File: config.mk
export PLATFORM = sky130hd
export DESIGN_NAME = lsu_mem_master_flat
export DESIGN_NICKNAME = d
export VERILOG_FILES = /design/src/rtl/lsu_pkg.sv /design/src/rtl/lsu_mem_master_if.sv /design/src/rtl/lsu_load_ext.sv /design/src/rtl/lsu_mem_master.sv /design/src/flat_wrapper.sv
export SDC_FILE = /design/constraint.sdc
export NUM_CORES = 1
export LEC_CHECK = 0
export BUFFER_PORTS_ARGS = -buffer_cell sky130_fd_sc_hd__buf_4
export CORE_MARGIN = 4
export CORE_UTILIZATION = 44
export DETAILED_ROUTE_END_ITERATION = 8
export GPL_TIMING_DRIVEN = 0
export PLACE_DENSITY = 0.88
export SLEW_MARGIN = 20
export SYNTH_ARGS = -nofsm -noshare
export SYNTH_HDL_FRONTEND = slang
export SYNTH_SLANG_ARGS = --single-unit
File: constraint.sdc
create_clock -name clk -period 2.38 [get_ports clk]
set_clock_uncertainty 0.15 [all_clocks]
set_input_delay 0.714 -clock clk [delete_from_list [all_inputs] [get_ports clk]]
set_output_delay 0.714 -clock clk [all_outputs]
set_load 0.05 [all_outputs]
File: src/rtl/lsu_pkg.sv
// lsu_pkg: shared encodings and fault classification for the load/store unit
package lsu_pkg;

    localparam logic [2:0] F3_B  = 3'b000;
    localparam logic [2:0] F3_H  = 3'b001;
    localparam logic [2:0] F3_W  = 3'b010;
    localparam logic [2:0] F3_BU = 3'b100;
    localparam logic [2:0] F3_HU = 3'b101;

    localparam logic [1:0] RWE_NONE = 2'd0;
    localparam logic [1:0] RWE_SB   = 2'd1;
    localparam logic [1:0] RWE_SH   = 2'd2;
    localparam logic [1:0] RWE_SW   = 2'd3;

    localparam logic [1:0] FLT_NONE     = 2'd0;
    localparam logic [1:0] FLT_MISALIGN = 2'd1;
    localparam logic [1:0] FLT_RANGE    = 2'd2;
    localparam logic [1:0] FLT_FUNCT3   = 2'd3;

    typedef enum logic [1:0] {
        S_IDLE   = 2'd0,
        S_ACCESS = 2'd1,
        S_RESP   = 2'd2
    } state_t;

    // illegal funct3 outranks misalignment, which outranks an out-of-range index
    function automatic logic [1:0] lsu_fault(input logic we, input logic [2:0] f3,
                                             input logic [31:0] addr, input logic [31:0] depth,
                                             input logic align);
        logic legal, mis;
        legal = we ? (f3 == F3_B || f3 == F3_H || f3 == F3_W)
                   : (f3 == F3_B || f3 == F3_H || f3 == F3_W || f3 == F3_BU || f3 == F3_HU);
        mis = align && ((f3[1:0] == 2'b01 && addr[0]) || (f3[1:0] == 2'b10 && addr[1:0] != 2'b00));
        return !legal ? FLT_FUNCT3 : mis ? FLT_MISALIGN : addr >= depth ? FLT_RANGE : FLT_NONE;
    endfunction

    function automatic logic [1:0] rwe_code(input logic [1:0] sz);
        return sz == 2'b00 ? RWE_SB : sz == 2'b01 ? RWE_SH : RWE_SW;
    endfunction

endpackage

File: src/rtl/lsu_mem_master_if.sv
// lsu_mem_master_if: request, response and data-memory signals of the load/store unit
interface lsu_mem_master_if;

    logic        req_valid;
    logic        req_ready;
    logic        req_we;
    logic [2:0]  req_funct3;
    logic [31:0] req_addr;
    logic [31:0] req_wdata;
    logic [4:0]  req_rd;
    logic        resp_valid;
    logic        resp_ready;
    logic [31:0] resp_rdata;
    logic [4:0]  resp_rd;
    logic [1:0]  resp_fault;
    logic [31:0] mem_a;
    logic [31:0] mem_wd;
    logic [1:0]  mem_rwe;
    logic [31:0] mem_rd;

    modport master (
        input  req_valid, req_we, req_funct3, req_addr, req_wdata, req_rd, resp_ready, mem_rd,
        output req_ready, resp_valid, resp_rdata, resp_rd, resp_fault, mem_a, mem_wd, mem_rwe
    );

    modport slave (
        output req_valid, req_we, req_funct3, req_addr, req_wdata, req_rd, resp_ready, mem_rd,
        input  req_ready, resp_valid, resp_rdata, resp_rd, resp_fault, mem_a, mem_wd, mem_rwe
    );

endinterface

File: src/rtl/lsu_load_ext.sv
// lsu_load_ext: sign/zero-extends a raw memory word according to the load funct3
module lsu_load_ext
    import lsu_pkg::*;
(
    input  logic [2:0]  funct3,
    input  logic [31:0] raw,
    output logic [31:0] data
);

    // select the byte/half/word and fill the upper bits by funct3
    always_comb begin
        data = funct3 == F3_B  ? {{24{raw[7]}}, raw[7:0]}   :
               funct3 == F3_BU ? {24'd0, raw[7:0]}          :
               funct3 == F3_H  ? {{16{raw[15]}}, raw[15:0]} :
               funct3 == F3_HU ? {16'd0, raw[15:0]}         : raw;
    end

endmodule

File: src/rtl/lsu_mem_master.sv
// lsu_mem_master: single-outstanding load/store initiator on the data-memory port
module lsu_mem_master
    import lsu_pkg::*;
#(
    parameter int MEM_DEPTH   = 64,
    parameter bit CHECK_ALIGN = 1,
    parameter int CNT_W       = 16
) (
    input  logic             clk,
    input  logic             rst,
    lsu_mem_master_if.master bus,
    output logic [CNT_W-1:0] cnt_load,
    output logic [CNT_W-1:0] cnt_store,
    output logic [CNT_W-1:0] cnt_fault
);

    state_t      st;
    logic        we;
    logic [2:0]  f3;
    logic [31:0] addr;
    logic [31:0] wdata;
    logic [31:0] ext;
    logic [1:0]  req_flt;

    lsu_load_ext u_ext (
        .funct3(f3),
        .raw   (bus.mem_rd),
        .data  (ext)
    );

    assign req_flt       = lsu_fault(bus.req_we, bus.req_funct3, bus.req_addr, 32'(MEM_DEPTH), CHECK_ALIGN);
    assign bus.req_ready = st == S_IDLE;
    assign bus.mem_a     = addr;
    assign bus.mem_wd    = wdata;

    // write strobe only in the store access cycle, and never while reset is held
    always_comb begin
        bus.mem_rwe = (!rst && st == S_ACCESS && we) ? rwe_code(f3[1:0]) : RWE_NONE;
    end

    // request latch, access, response hold and event counting
    always_ff @(posedge clk) begin
        if (rst) begin
            st             <= S_IDLE;
            we             <= 1'b0;
            f3             <= 3'd0;
            addr           <= 32'd0;
            wdata          <= 32'd0;
            bus.resp_valid <= 1'b0;
            bus.resp_rdata <= 32'd0;
            bus.resp_rd    <= 5'd0;
            bus.resp_fault <= FLT_NONE;
            cnt_load       <= '0;
            cnt_store      <= '0;
            cnt_fault      <= '0;
        end else begin
            case (st)
                S_IDLE: if (bus.req_valid) begin
                    we             <= bus.req_we;
                    f3             <= bus.req_funct3;
                    addr           <= bus.req_addr;
                    wdata          <= bus.req_wdata;
                    bus.resp_rd    <= bus.req_rd;
                    bus.resp_fault <= req_flt;
                    bus.resp_rdata <= 32'd0;
                    bus.resp_valid <= req_flt != FLT_NONE;
                    st             <= req_flt != FLT_NONE ? S_RESP : S_ACCESS;
                end
                S_ACCESS: begin
                    bus.resp_rdata <= we ? 32'd0 : ext;
                    bus.resp_valid <= 1'b1;
                    st             <= S_RESP;
                end
                S_RESP: if (bus.resp_ready) begin
                    bus.resp_valid <= 1'b0;
                    st             <= S_IDLE;
                    if (bus.resp_fault != FLT_NONE)
                        cnt_fault <= cnt_fault + CNT_W'(cnt_fault != '1);
                    else if (we)
                        cnt_store <= cnt_store + CNT_W'(cnt_store != '1);
                    else
                        cnt_load <= cnt_load + CNT_W'(cnt_load != '1);
                end
                default: st <= S_IDLE;
            endcase
        end
    end

endmodule
File: src/flat_wrapper.sv
// flat-port wrapper written by rule: the top's interface ports become plain ports
module lsu_mem_master_flat import lsu_pkg::*;
#(
    parameter int MEM_DEPTH   = 64,
    parameter bit CHECK_ALIGN = 1,
    parameter int CNT_W       = 16
)
  (clk, rst, cnt_load, cnt_store, cnt_fault, bus_req_valid, bus_req_we, bus_req_funct3, bus_req_addr, bus_req_wdata, bus_req_rd, bus_resp_ready, bus_mem_rd, bus_req_ready, bus_resp_valid, bus_resp_rdata, bus_resp_rd, bus_resp_fault, bus_mem_a, bus_mem_wd, bus_mem_rwe);
  lsu_mem_master_if bus_i ();
  input  logic clk;
  input  logic rst;
  output logic [CNT_W-1:0] cnt_load;
  output logic [CNT_W-1:0] cnt_store;
  output logic [CNT_W-1:0] cnt_fault;
  input wire logic [$bits(bus_i.req_valid)-1:0] bus_req_valid;
  input wire logic [$bits(bus_i.req_we)-1:0] bus_req_we;
  input wire logic [$bits(bus_i.req_funct3)-1:0] bus_req_funct3;
  input wire logic [$bits(bus_i.req_addr)-1:0] bus_req_addr;
  input wire logic [$bits(bus_i.req_wdata)-1:0] bus_req_wdata;
  input wire logic [$bits(bus_i.req_rd)-1:0] bus_req_rd;
  input wire logic [$bits(bus_i.resp_ready)-1:0] bus_resp_ready;
  input wire logic [$bits(bus_i.mem_rd)-1:0] bus_mem_rd;
  output wire logic [$bits(bus_i.req_ready)-1:0] bus_req_ready;
  output wire logic [$bits(bus_i.resp_valid)-1:0] bus_resp_valid;
  output wire logic [$bits(bus_i.resp_rdata)-1:0] bus_resp_rdata;
  output wire logic [$bits(bus_i.resp_rd)-1:0] bus_resp_rd;
  output wire logic [$bits(bus_i.resp_fault)-1:0] bus_resp_fault;
  output wire logic [$bits(bus_i.mem_a)-1:0] bus_mem_a;
  output wire logic [$bits(bus_i.mem_wd)-1:0] bus_mem_wd;
  output wire logic [$bits(bus_i.mem_rwe)-1:0] bus_mem_rwe;
  assign bus_i.req_valid = bus_req_valid;
  assign bus_i.req_we = bus_req_we;
  assign bus_i.req_funct3 = bus_req_funct3;
  assign bus_i.req_addr = bus_req_addr;
  assign bus_i.req_wdata = bus_req_wdata;
  assign bus_i.req_rd = bus_req_rd;
  assign bus_i.resp_ready = bus_resp_ready;
  assign bus_i.mem_rd = bus_mem_rd;
  assign bus_req_ready = bus_i.req_ready;
  assign bus_resp_valid = bus_i.resp_valid;
  assign bus_resp_rdata = bus_i.resp_rdata;
  assign bus_resp_rd = bus_i.resp_rd;
  assign bus_resp_fault = bus_i.resp_fault;
  assign bus_mem_a = bus_i.mem_a;
  assign bus_mem_wd = bus_i.mem_wd;
  assign bus_mem_rwe = bus_i.mem_rwe;
  lsu_mem_master #(.MEM_DEPTH(MEM_DEPTH), .CHECK_ALIGN(CHECK_ALIGN), .CNT_W(CNT_W)) u_core (.clk(clk), .rst(rst), .bus(bus_i), .cnt_load(cnt_load), .cnt_store(cnt_store), .cnt_fault(cnt_fault));
endmodule
; ---- Word level (Yosys, flattened, before mapping)
; Index checks and enable logic that the tools add are counted.
[op_classes]
order_cmp = 1
n_mux = 21
div = 0
eq_ne = 17
add_sub_neg = 3
n_bitwise = 2
n_shift = 0
n_mul = 0
n_reduce_logical = 26
[ops]
columns = op, n
row1 = $mux W32, 6
row2 = $pmux W32 S2, 1
row3 = $add A16 B1 Y16, 3
row4 = $ne A16 B16 Y1 const B, 3
row5 = $ge A32 B7 Y1 const B, 1
row6 = $mux W2, 8
row7 = $eq A3 B3 Y1 const B, 4
row8 = $reduce_and A4 Y1, 2
row9 = $reduce_bool A2 Y1, 4
row10 = $eq A2 B1 Y1 const B, 3
row11 = $eq A3 B1 Y1 const B, 2
row12 = $logic_not A3 Y1, 2
row13 = $pmux W2 S3, 1
row14 = $reduce_and A2 Y1, 3
row15 = $reduce_and A3 Y1, 2
row16 = $logic_or A1 B1 Y1, 5
row17 = $eq A2 B2 Y1 const B, 2
row18 = $logic_and A1 B1 Y1, 4
row19 = $logic_not A2 Y1, 2
row20 = $mux W1, 4
row21 = $ne A2 B2 Y1 const B, 2
row22 = $eq A3 B2 Y1 const B, 1
row23 = $pmux W1 S3, 1
row24 = $reduce_bool A3 Y1, 1
row25 = 2 further kinds, 3
[totals]
inputBits = 109
latchBits = 0
ff_bits = 158
mem_count = 0
ramBits = 0
romBits = 0
output_inout_bits = 155
word_cells = 82

; ---- Longest topological paths before layout
[depth]
word_depth = 11
depth_mapped = 10

; ---- Modules after synthesis
; Synthesis repeated with hierarchy kept, for this count alone.
[hier_totals]
cells_unflattened = 855
area_unflattened_um2 = 6693.9
[by_module_without_submodules]
columns = module, area_each_um2, n_inst, cells_per_inst
row1 = lsu_mem_master, 6329.8, 1, 788
row2 = lsu_load_ext, 364.1, 1, 67

; ---- Least setup slack after synthesis
; OpenSTA, ideal clock, no wires.
[synth_timing]
path_type = reg2reg
from = reg u_core.cnt_store[3]
to = reg u_core.cnt_store[12]
setup_time_ns = 0.132
arrival_time_ns = 2.574
synth_period_minus_slack_ns = 2.856
path_slack_ns = -0.476
n_path_buf = 1
t_required_ns = 2.098
path_stages_with_launch = 11
cell_sequence = dfxtp_1 and4_1 nand4_1 buf_2 or3_1 ha_1 ha_1 and3_1 nand2_1 or4_1 a21oi_1
[synth_via]
elab_chain_len = 2
[synth_lines]
columns = element, line
row1 = "start, declared", lsu_mem_master.sv:13  ; output logic [CNT_W-1:0] cnt_store,
row2 = "start signal, assigned", lsu_mem_master.sv:80  ; cnt_store <= cnt_store + CNT_W'(cnt_store != '1);
row3 = $ne A16 B16 Y1, lsu_mem_master.sv:80
row4 = $add A16 B1 Y16 *, lsu_mem_master.sv:80
; Mark *: on every way between the ends. The rest lies on a longest branch, timed or not.
; A chain may end at the register's enable or synchronous reset.

; ---- Final worst setup path
[layout_timing]
from = reg u_core.cnt_load[6]
to = reg u_core.cnt_load[8]
[layout_via]
elab_chain_len = 2
[layout_lines]
columns = element, line
row1 = "start, declared", lsu_mem_master.sv:12  ; output logic [CNT_W-1:0] cnt_load,
row2 = "start signal, assigned", lsu_mem_master.sv:82  ; cnt_load <= cnt_load + CNT_W'(cnt_load != '1);
row3 = $ne A16 B16 Y1, lsu_mem_master.sv:82
row4 = $add A16 B1 Y16 *, lsu_mem_master.sv:82
; Marked as above.

==> metrics.cfg <==
[clock_network]
cts.clk_slew.worst_paths_ns=0.06
hold_buffers=0
cts_tree=yes
cts_root_buf=clkbuf_16
clkSinkCount=158
cts_buffers=17
cts_max_level=4
insertion_delay_ns=0.42
cts_max_path_buffers=2

[routing]
drt-pass1-iter-count=5
drt-total-wl_um=23800
antenna_left=0
vias=7376
first_iter_violations=485
drc=0
routedWlPerCell_um=18.0
avgViaCountPerCell=5.58

[sta]
worst_slew_pin_slew_ns=0.724
drv_slew=0
slew_headroom=0.517
setup_viol_count_final=9
setup_slack_ns=-0.0704
fin_crit_sh=1.03
hold_viol=0
rsz0062_at_grt=true
max_freq_mhz=408
layout_min_cycle_time_ns=2.45
tns_ns=-0.249

[global_routing]
grt_util_all_layers=0.259
grt_max_degree=17
grt-ovfl-total=0
grt_pass1_vias=6912
grt_pass1_wl_um=34500
antenna_found_initial=0

[synth]
yosysTopAreaCell=dfxtp_1
syn_nets=928
synth_seq_cells=158
synthCells=810
synth_cell_types=47
syn_area_um2=6540
syn_avg_cell_area_um2=8.07
yosysSeqAreaShare=0.484
synth_top_area_share=0.484
synth_edf_count=0
async_flop_share=0
synth_ff_type=dfxtp_1
yosys-top-cells-area=dfxtp_1, nand2_1, a21oi_1, o21ai_0, clkbuf_1
ys_warn_count=0

[setup_path]
criticalPathCategory=register to register
critical_path_required_ns=2.52
startpoint_type=register
cp-end-kind=register
slowest_delay_ns=0.38
crit_fanout=4
worstReg2RegStart=u_core.cnt_load[6]
crit_slowest_cell=or3_4
crit_chain=and4_4, nand4_1, buf_6, or3_4, ha_4, ha_4, and3b_2, nand4_1, xor2_1, nor2_1
crit_arrival_ns=2.59
reg2reg_depth=10
startpoint=u_core.cnt_load[6]

[job]
maxCapViolations=0

[final_layout]
num_antenna_cells=0
nFillCells=1144
fin_cells=1321
final_nets=1242
syn_to_final_growth_pct=54.4
final_cell_mix=buf_4, nand2_1, a21oi_1
mostFrequentLayoutCell=buf_4
drive_gt1_frac=0.389

[floorplanning]
die_w_um=130
pin_count=264
die_h_um=130
core_um2=14500
start_util=0.450
rows=44
die_area_um2=16900

[placed_design]
dp_cells=1256
hpwl_um=16100
place.gp.congestion=0.914
placement.io_buffers=262

[power_and_ir_drop]
p_leak_nw=4.13
peakVddDrop_mv=0.451
power-per-cell-area_nw_per_um2=679

[worst_hold_path]
holdPathStages=2
hp-class=register to register
min-delay-start=u_core.bus.resp_rdata[12]

[run_status]
outcome=complete, but fails checks
violations=setup timing

cell type report:
cell class,instances,area [um2],area share
Sequential cell,158,3260,0.323
Timing Repair Buffer,296,2250,0.223
Buffer,52,273,0.0270
Tap cell,184,230,0.0228
Clock buffer,21,514,0.0509
Clock inverter,11,123,0.0121
Inverter,11,41.3,0.00409
Multi-Input combinational cell,588,3400,0.337
logic make-up (layout without fill, tap and decap cells):
| logic type | Yosys count | in the layout | share of synthesized area |
|---|---|---|---|
| buf+inv | 64 | 391 | 0.0408 |
| simple gates | 339 | 339 | 0.239 |
| flops | 158 | 158 | 0.484 |
| xor+xnor | 21 | 21 | 0.0281 |
| fa+ha+maj | 9 | 9 | 0.0172 |
| compound gates | 219 | 219 | 0.191 |
routing by layer:
| metal | up-vias | global-route usage | share of wire |
|---|---|---|---|
| li1 | 3472 | - | - |
| met1 | 3494 | 0.286 | 0.37 |
| met2 | 345 | 0.470 | 0.52 |
| met3 | 65 | 0.0774 | 0.085 |
| met4 | 0 | 0.0935 | 0.029 |
| met5 | - | 0 | 0 |
critical path, delay by kind of cell (launching register included):
kind	cells	cell delay [ns]
AND/OR/NAND/NOR	6	1.17
buffers and inverters	1	0.16
adder cells (fa/ha/maj)	2	0.34
XOR/XNOR	1	0.15
flip-flops	1	0.35
final timing paths:
kind	endpoint	slack, ns
hold / removal	u_core.bus.resp_rdata[12]	0.30
setup reg to reg	u_core.cnt_load[8]	-0.07
hold reg to reg	u_core.bus.resp_rdata[12]	0.30
setup / recovery	u_core.cnt_load[8]	-0.07
state kept, by name, summed over array words and instances, names as in the netlist:
signal,cells
u_core.bus.mem_wd,32
u_core.cnt_store,16
u_core.bus.mem_a,32
u_core.st,2
u_core.bus.resp_rd,5
u_core.cnt_load,16
u_core.we,1
u_core.f3,3
u_core.bus.resp_fault,2
u_core.bus.resp_valid,1
u_core.bus.resp_rdata,32
u_core.cnt_fault,16
what timing repair did:
| item | in CTS | in global routing |
|---|---|---|
| resized for setup | 34 | 61 |
| buffers inserted | 23 | 10 |
| pin swaps | 12 | 25 |
| gates cloned | 0 | 1 |
| setup endpoints to repair | 30 | 112 |
synth_stat cells, drive strengths merged (2+ instances only):
cell type  count
nor2          30
or4           14
inv           11
nor3           6
dfxtp        158
o211ai         2
a31oi          2
a21oi        135
nand3b         2
o21ai         37
nor2b          5
nand4         14
and2           2
buf           12
a211oi         2
nand2        200
nand3         25
a21o           2
and3           4
clkbuf        41
o211a          2
nor4          10
or2            4
and4           5
o31ai         14
a311oi        17
or3           10
xor2          11
nand2b         3
xnor2         10
ha             9
stage by stage:
stage                     hold slack, ns   util  instance area (um2)  total power, mW  setup WS, ns
after floorplan                    0.303      -                 6700             3.52       -0.0895
after global placement             0.289  0.612                 8890             3.96        -0.158
after detailed placement           0.295  0.612                 8890             3.97        -0.194
after CTS                          0.304  0.676                 9820             6.85       -0.0201
after global routing               0.316  0.695                10100             7.06        -0.130
final                              0.302  0.695                10100             6.85       -0.0704
power breakdown:
group / internal (mW) / switching, mW
sequential: 2.72 / 0.0722
combinational: 0.380 / 0.774
clock: 1.76 / 1.14
total: 4.87 / 1.99
Note: power is estimated with default switching activity, not from simulation.
